## src/rtl/emu_scan_ctrl.sv

```systemverilog
// Checkpoint sequencer for the emulated DUT's FF and RAM scan chains (save/restore).
// Optional CRC-32 over the transferred words is compiled in with EMU_SCAN_CRC_EN.
module emu_scan_ctrl #(
  parameter int unsigned DATA_WIDTH = 64,
  parameter int unsigned FF_WORDS   = 16,
  parameter int unsigned RAM_WORDS  = 64,
  parameter int unsigned CNT_W      = 16
) (
  input  logic                  clk,
  input  logic                  rst,
  input  logic                  host_pause,
  input  logic                  cmd_valid,
  output logic                  cmd_ready,
  input  logic                  cmd_dir,
  output logic                  busy,
  output logic                  done,
  output logic                  dout_valid,
  input  logic                  dout_ready,
  output logic [DATA_WIDTH-1:0] dout_data,
  input  logic                  din_valid,
  output logic                  din_ready,
  input  logic [DATA_WIDTH-1:0] din_data,
  output logic                  pause,
  output logic                  ff_scan,
  output logic                  ff_dir,
  output logic [DATA_WIDTH-1:0] ff_sdi,
  input  logic [DATA_WIDTH-1:0] ff_sdo,
  output logic                  ram_scan,
  output logic                  ram_dir,
  output logic [DATA_WIDTH-1:0] ram_sdi,
  input  logic [DATA_WIDTH-1:0] ram_sdo
`ifdef EMU_SCAN_CRC_EN
  ,
  output logic [31:0]           crc
`endif
);

  typedef enum logic [2:0] {
    S_IDLE,
    S_SETTLE,
    S_FF,
    S_RAM,
    S_FIN
  } state_t;

  localparam logic [CNT_W-1:0] FF_LAST  = CNT_W'(FF_WORDS - 32'd1);
  localparam logic [CNT_W-1:0] RAM_LAST = CNT_W'((RAM_WORDS == 32'd0) ? 32'd0 : RAM_WORDS - 32'd1);
  localparam bit               HAS_RAM  = (RAM_WORDS != 32'd0);

  state_t           r_state;
  logic [CNT_W-1:0] r_cnt;
  logic             r_dir;

  logic w_ff_ph;
  logic w_ram_ph;
  logic w_act;
  logic w_hs;
  logic w_xfer;
  logic w_last;

  // Shift phases are masked by rst so scan enables drop in the reset cycle itself.
  assign w_ff_ph  = (r_state == S_FF)  && !rst;
  assign w_ram_ph = (r_state == S_RAM) && !rst;
  assign w_act    = w_ff_ph || w_ram_ph;
  assign w_hs     = r_dir ? din_valid : dout_ready;
  assign w_xfer   = w_act && w_hs;
  assign w_last   = w_ff_ph ? (r_cnt == FF_LAST) : (r_cnt == RAM_LAST);

  assign cmd_ready  = (r_state == S_IDLE);
  assign busy       = (r_state != S_IDLE);
  assign done       = (r_state == S_FIN);
  assign pause      = host_pause || busy;

  assign dout_valid = w_act && !r_dir;
  assign din_ready  = w_act && r_dir;
  assign dout_data  = (r_state == S_RAM) ? ram_sdo : ff_sdo;

  // Save recirculates the chains so the checkpointed state survives the scan.
  assign ff_scan  = w_ff_ph && w_hs;
  assign ff_dir   = w_ff_ph && r_dir;
  assign ff_sdi   = din_data;
  assign ram_scan = w_ram_ph && w_hs;
  assign ram_dir  = r_dir;
  assign ram_sdi  = r_dir ? din_data : ram_sdo;

  always_ff @(posedge clk) begin
    if (rst) begin
      r_state <= S_IDLE;
      r_cnt   <= '0;
      r_dir   <= 1'b0;
    end else begin
      case (r_state)
        S_IDLE: begin
          if (cmd_valid) begin
            r_dir   <= cmd_dir;
            r_cnt   <= '0;
            r_state <= S_SETTLE;
          end
        end
        S_SETTLE: r_state <= S_FF;
        S_FF: begin
          if (w_xfer) begin
            if (w_last) begin
              r_cnt   <= '0;
              r_state <= HAS_RAM ? S_RAM : S_FIN;
            end else begin
              r_cnt <= r_cnt + CNT_W'(1);
            end
          end
        end
        S_RAM: begin
          if (w_xfer) begin
            if (w_last) begin
              r_cnt   <= '0;
              r_state <= S_FIN;
            end else begin
              r_cnt <= r_cnt + CNT_W'(1);
            end
          end
        end
        S_FIN:   r_state <= S_IDLE;
        default: r_state <= S_IDLE;
      endcase
    end
  end

`ifdef EMU_SCAN_CRC_EN
  localparam logic [31:0] CRC_POLY = 32'h04C11DB7;
  localparam logic [31:0] CRC_INIT = 32'hFFFFFFFF;
  localparam int unsigned NBYTES   = DATA_WIDTH / 8;

  // MSB-first CRC-32 over one word, least significant byte first.
  function automatic logic [31:0] crc_word(input logic [31:0] c_in,
                                           input logic [DATA_WIDTH-1:0] d);
    logic [31:0] c;
    c = c_in;
    for (int b = 0; b < int'(NBYTES); b++) begin
      c = c ^ {d[b*8 +: 8], 24'h000000};
      for (int k = 0; k < 8; k++) begin
        c = c[31] ? ((c << 1) ^ CRC_POLY) : (c << 1);
      end
    end
    return c;
  endfunction

  logic [31:0]           r_crc;
  logic [DATA_WIDTH-1:0] w_word;

  assign w_word = r_dir ? din_data : dout_data;
  assign crc    = r_crc;

  always_ff @(posedge clk) begin
    if (rst) begin
      r_crc <= CRC_INIT;
    end else if ((r_state == S_IDLE) && cmd_valid) begin
      r_crc <= CRC_INIT;
    end else if (w_xfer) begin
      r_crc <= crc_word(r_crc, w_word);
    end
  end
`endif

endmodule

```

## config.mk

```make
export PLATFORM = sky130hd
export DESIGN_NAME = emu_scan_ctrl
export DESIGN_NICKNAME = d
export VERILOG_FILES = /design/src/rtl/emu_scan_ctrl.sv
export SDC_FILE = /design/constraint.sdc
export NUM_CORES = 1
export LEC_CHECK = 0
export ABC_AREA = 1
export CORE_AREA = 3 3 156 158
export CTS_CLUSTER_DIAMETER = 150
export DETAILED_ROUTE_END_ITERATION = 7
export DIE_AREA = 0 0 159 161
export GPL_TIMING_DRIVEN = 0
export PLACE_DENSITY = 0.55
export SETUP_SLACK_MARGIN = 0.1
export SKIP_LAST_GASP = 1
export SLEW_MARGIN = 20
export SYNTH_ARGS = -nofsm -noshare
export SYNTH_HDL_FRONTEND = slang
export SYNTH_SLANG_ARGS = --single-unit
export TNS_END_PERCENT = 30
```

## constraint.sdc

```tcl
create_clock -name clk -period 1.5 [get_ports clk]
set_input_delay 0.3 -clock clk [delete_from_list [all_inputs] [get_ports clk]]
set_output_delay 0.3 -clock clk [all_outputs]
set_load 0.01 [all_outputs]
```

# Word-level counts from Yosys, hierarchy flattened
# Cells that the tools add are included.
[op_classes]
n_addsub = 1
n_eq_ne = 12
muxes = 14
reduce_logical = 19
[op_table]
columns = ["op", "count"]
rows = [
  ["two-way mux 64 bit", 2],
  ["two-way mux 16 bit", 3],
  ["case mux 16 bit (2 select lines)", 1],
  ["adder 16 x 1 -> 16 bit (second input constant)", 1],
  ["== test 16 x 4 -> 1 bit (second input constant)", 1],
  ["== test 16 x 6 -> 1 bit (second input constant)", 1],
  ["two-way mux 3 bit", 5],
  ["case mux 3 bit (4 select lines)", 1],
  ["!= test 2 bit (second input constant)", 5],
  ["logical AND 1 bit", 8],
  ["== test 3 x 2 -> 1 bit (second input constant)", 2],
  ["AND reduction 5 bit", 1],
  ["== test 3 x 1 -> 1 bit (second input constant)", 1],
  ["== test 3 bit (second input constant)", 1],
  ["logical NOT 3 bit", 1],
  ["AND reduction 3 bit", 1],
  ["nonzero test 3 bit", 1],
  ["logical NOT 1 bit", 2],
  ["logical OR 1 bit", 2],
  ["two-way mux 1 bit", 2],
  ["!= test 2 x 1 -> 1 bit (second input constant)", 1],
  ["AND reduction 2 bit", 1],
  ["nonzero test 2 bit", 1],
  ["OR reduction 2 bit", 1],
]
[word_totals]
ff_bits = 20
in_bits = 199
output_inout_bits = 202
wordCells = 49

# Logic depth before layout (Yosys ltp)
# Gate-level depths: netlist (run 1).
[depth]
word_depth = 6
ltp_mapped = 11
ltp_nobuf = 11

# Worst setup path before layout (run 1)
# No wires, ideal clock.
[synth_timing]
path_type = "register to output"
startpoint = "reg r_dir, in the netlist ram_dir"
endpoint = "out ram_sdi[44]"
arrival_ns = 1.243
t_required_ns = 1.200
setup_slack_ns = -0.043
path_stages_with_launch = 6
path_buffers = 3
path_cell_list = "dfxtp_1 > buf_2 > clkbuf_1 > buf_2 > nand2_1 > o21ai_0"
[synth_via]
elab_chain_len = 1
[synth_rtl]
columns = ["item", "line_no", "source"]
rows = [
  ["from (decl)", "52", "logic r_dir;"],
  ["from (signal assigned)", "95", "r_dir <= cmd_dir;"],
  ["two-way mux 64 bit", "84", "assign ram_sdi = r_dir ? din_data : ram_sdo;"],
  ["to (decl)", "30", "output logic [DATA_WIDTH-1:0] ram_sdi,"],
]
# No other way between the ends.

# Worst setup path after layout (run 1)
[layout_timing]
startpoint = "in din_data[49]"
endpoint = "out ff_sdi[49]"
[layout_lines]
columns = ["item", "line_no", "source"]
rows = [
  ["from (decl)", "22", "input logic [DATA_WIDTH-1:0] din_data,"],
  ["to (decl)", "26", "output logic [DATA_WIDTH-1:0] ff_sdi,"],
]
# No word-level cell between the ends.

==> impl_results.md, run 1 <==
- Run status: finished with violations
- Failing checks: setup timing
- P per Cell Area: 978.4 mW/mm²
- DRT antenna net count: 0
- Pre-CTS setup slack: -1.067 ns
- DRC Markers: 0
- Worst-path clk slew: 0.06 ns
- Worst vdd ir: 0.6182 mV
- RD Place Congestion: 0.8889
- Share of synthesized registers carrying an async set or reset: 0
- Initial Util: 0.1390
- Minimum clock period: 1.819 ns
- Post-route setup slack: -0.3185 ns
- Clock latency on the worst-skew pair: 0.26 ns
- I/O Buffers: 400
- Vias per cell: 4.043
- DIE AREA: 0.02560 mm²
- Die width: 159 µm
- Antenna Cells: 0
- Max_cap viols: 0
- Largest net degree at the start of global routing: 13
- Post-synth top area cell: nand2_1
- Total clock buffers created by CTS: 3
- Grt ovf: 0
- Die H: 161 µm
- Max Transition Viols Final: 0
- Num Clock Sinks: 20
- # IOs: 401
- Final Hold Viols: 0
- Leak: 0.003998 µW
- Final Core Density: 0.3689
- H-tree levels: 1
- Hold crit path type: in2reg
- Worst Max-Slew Pin Slew: 0.4804 ns
- Detailed Place HPWL: 19430 µm
- Worst setup SP type: input port
- Post-synthesis cell count: 612
- Avg Inst Size Synth: 5.285 µm²
- Slew headroom: 0.6797
- Synth unique cells: 31
- GR Util All Layers: 0.1738
- Clock Tree Root: clkbuf_16
- Unrepaired setup endpoints after global routing: true
- Number of synthesized flops with an enable pin: 0
- Highest clock rate: 0.5499 GHz
- Final Net Count: 1263
- Setup tns final: -43.96 ns
- Final setup violating endpoints: 211
- Worst-path maximum fanout: 2
- CTS Buffer Depth: 2
- Final period util: 1.212
- Number of global-route vias before repair: 5250
- Clock skew: 0.008536 ns
- Number of DRC markers in iteration 0: 263
- Worst Path Required: 1.20 ns
- Ys flop type: dfxtp_1
- Overall Power: 8397 µW
- CP Class: in2out
- Mapped Nets: 812
- Synth warnings: 0
- CTS tree: done
- Vias post-DR: 5583
- Synth Register Bits: 20
- Row count: 56
- Most frequent cells in the layout: clkdlybuf4s50_1 (263), nand2_1 (124), buf_4 (95)
- WL final: 24440 µm
- Layout cells sized above 1: 0.3569
- Synth-to-layout area growth: 165.3%
- First drt pass iteration count: 4
- Worst EP arrival: 1.52 ns
- Routed WL per cell: 17.70 µm
- Smallest hold slack: 0.3344 ns
- Post-Syn Area: 0.003234 mm²
- First-pass GRT wire length: 34490 µm
- Antenna violations before repair: 1
- Core area: 0.02326 mm²
- Crit. End Element: output pin
- Leading post-synthesis cells by cell area: nand2_1 (19%), o21ai_0 (16%), buf_4 (15%)
- Synth top area share: 0.1926
- Register area share after synthesis: 0.1238
- Most common cell after layout, fill and taps aside: clkdlybuf4s50_1
==> sequential cells by signal (all words and copies together), names as in the netlist <==
name,count
r_state,3
ram_dir,1
r_cnt,16
==> worst max-delay path, cell delays in order <==
cell	delay [ns]
clkdlybuf4s50_1	0.56
buf_4	0.14
clkdlybuf4s50_1	0.52
==> area by class of cell <==
cell class / count / area [µm²]
clock inverter: 1 / 30.03
fill: 2534 / 14680
clock buffer: 3 / 75.07
sequential: 20 / 417.9
timing repair buffer: 445 / 4024
buffer: 95 / 993.5
multi-input combinational: 405 / 2281
inverter: 93 / 361.6
tap: 319 / 399.1
==> synthesized netlist by cell type, types with 2 or more instances <==
cell type	n
nor2_4	2
nor3_1	10
inv_1	86
inv_2	5
nand2_2	7
nor2_2	2
buf_2	10
nor2_1	32
dfxtp_1	20
nand2_1	166
o21ai_0	106
o21bai_1	2
nand4_1	10
clkbuf_1	17
buf_1	2
o21ai_1	29
nand3_1	20
a21oi_1	9
buf_4	65
==> stage by stage <==
step / area [µm²] / cells
2_1_floorplan: 3326 / 612
3_3_place_gp: 7729 / 1331
3_5_place_dp: 7729 / 1331
4_1_cts: 8383 / 1360
5_1_grt: 8582 / 1381
6_report: 8582 / 1381
==> cells by family (layout without fill, tap and decap cells) <==
kind of cell,Yosys count,in the layout,share of synthesized area
fa+ha+maj,1,1,0.003868
compound gates,147,147,0.2294
buf+inv,188,637,0.3006
flops,20,20,0.1238
xor+xnor,1,1,0.002708
simple gates,255,256,0.3397
==> path summary, 6_finish.rpt <==
check	to	depth (start not counted)	start	slack [ns]
max reg2reg	r_cnt[5]	9	r_state[1]	-0.08
max	ff_sdi[49]	3	din_data[49]	-0.32
min reg2reg	r_cnt[0]	2	r_cnt[0]	0.50
min	r_cnt[9]	2	rst	0.33
==> layer usage <==
| metal | track usage | share of wire | vias to the layer above |
|---|---|---|---|
| li1 | - | - | 2782 |
| met1 | 0.2208 | 0.42 | 2582 |
| met2 | 0.3140 | 0.51 | 196 |
| met3 | 0.02975 | 0.051 | 23 |
| met4 | 0.02746 | 0.016 | 0 |
| met5 | 0 | 0 | - |
==> power by group <==
| part | switching, µW | total (µW) | internal, µW |
|---|---|---|---|
| sequential | 99.6 | 720 | 621 |
| clock | 215 | 746 | 530 |
| combinational | 3470 | 6930 | 3460 |
==> timing repair <==
action	4_1_cts	5_1_grt
pin swaps	2	2
buffers inserted	17	16
resized for setup	525	262
setup endpoints to repair	221	221
hold buffers	0	0
cloned	8	5
endpoints found under the hold margin	0	0
No activity file was read; power rests on OpenSTA's default activity.
==> run 2, diff against run 1 <==
- ABC_CLOCK_PERIOD_IN_PS: not set -> 1500
- CTS_CLUSTER_DIAMETER: 150 -> not set
==> results of run 2 <==
The final DEF is identical to that of run 1; final timing and power are the same.
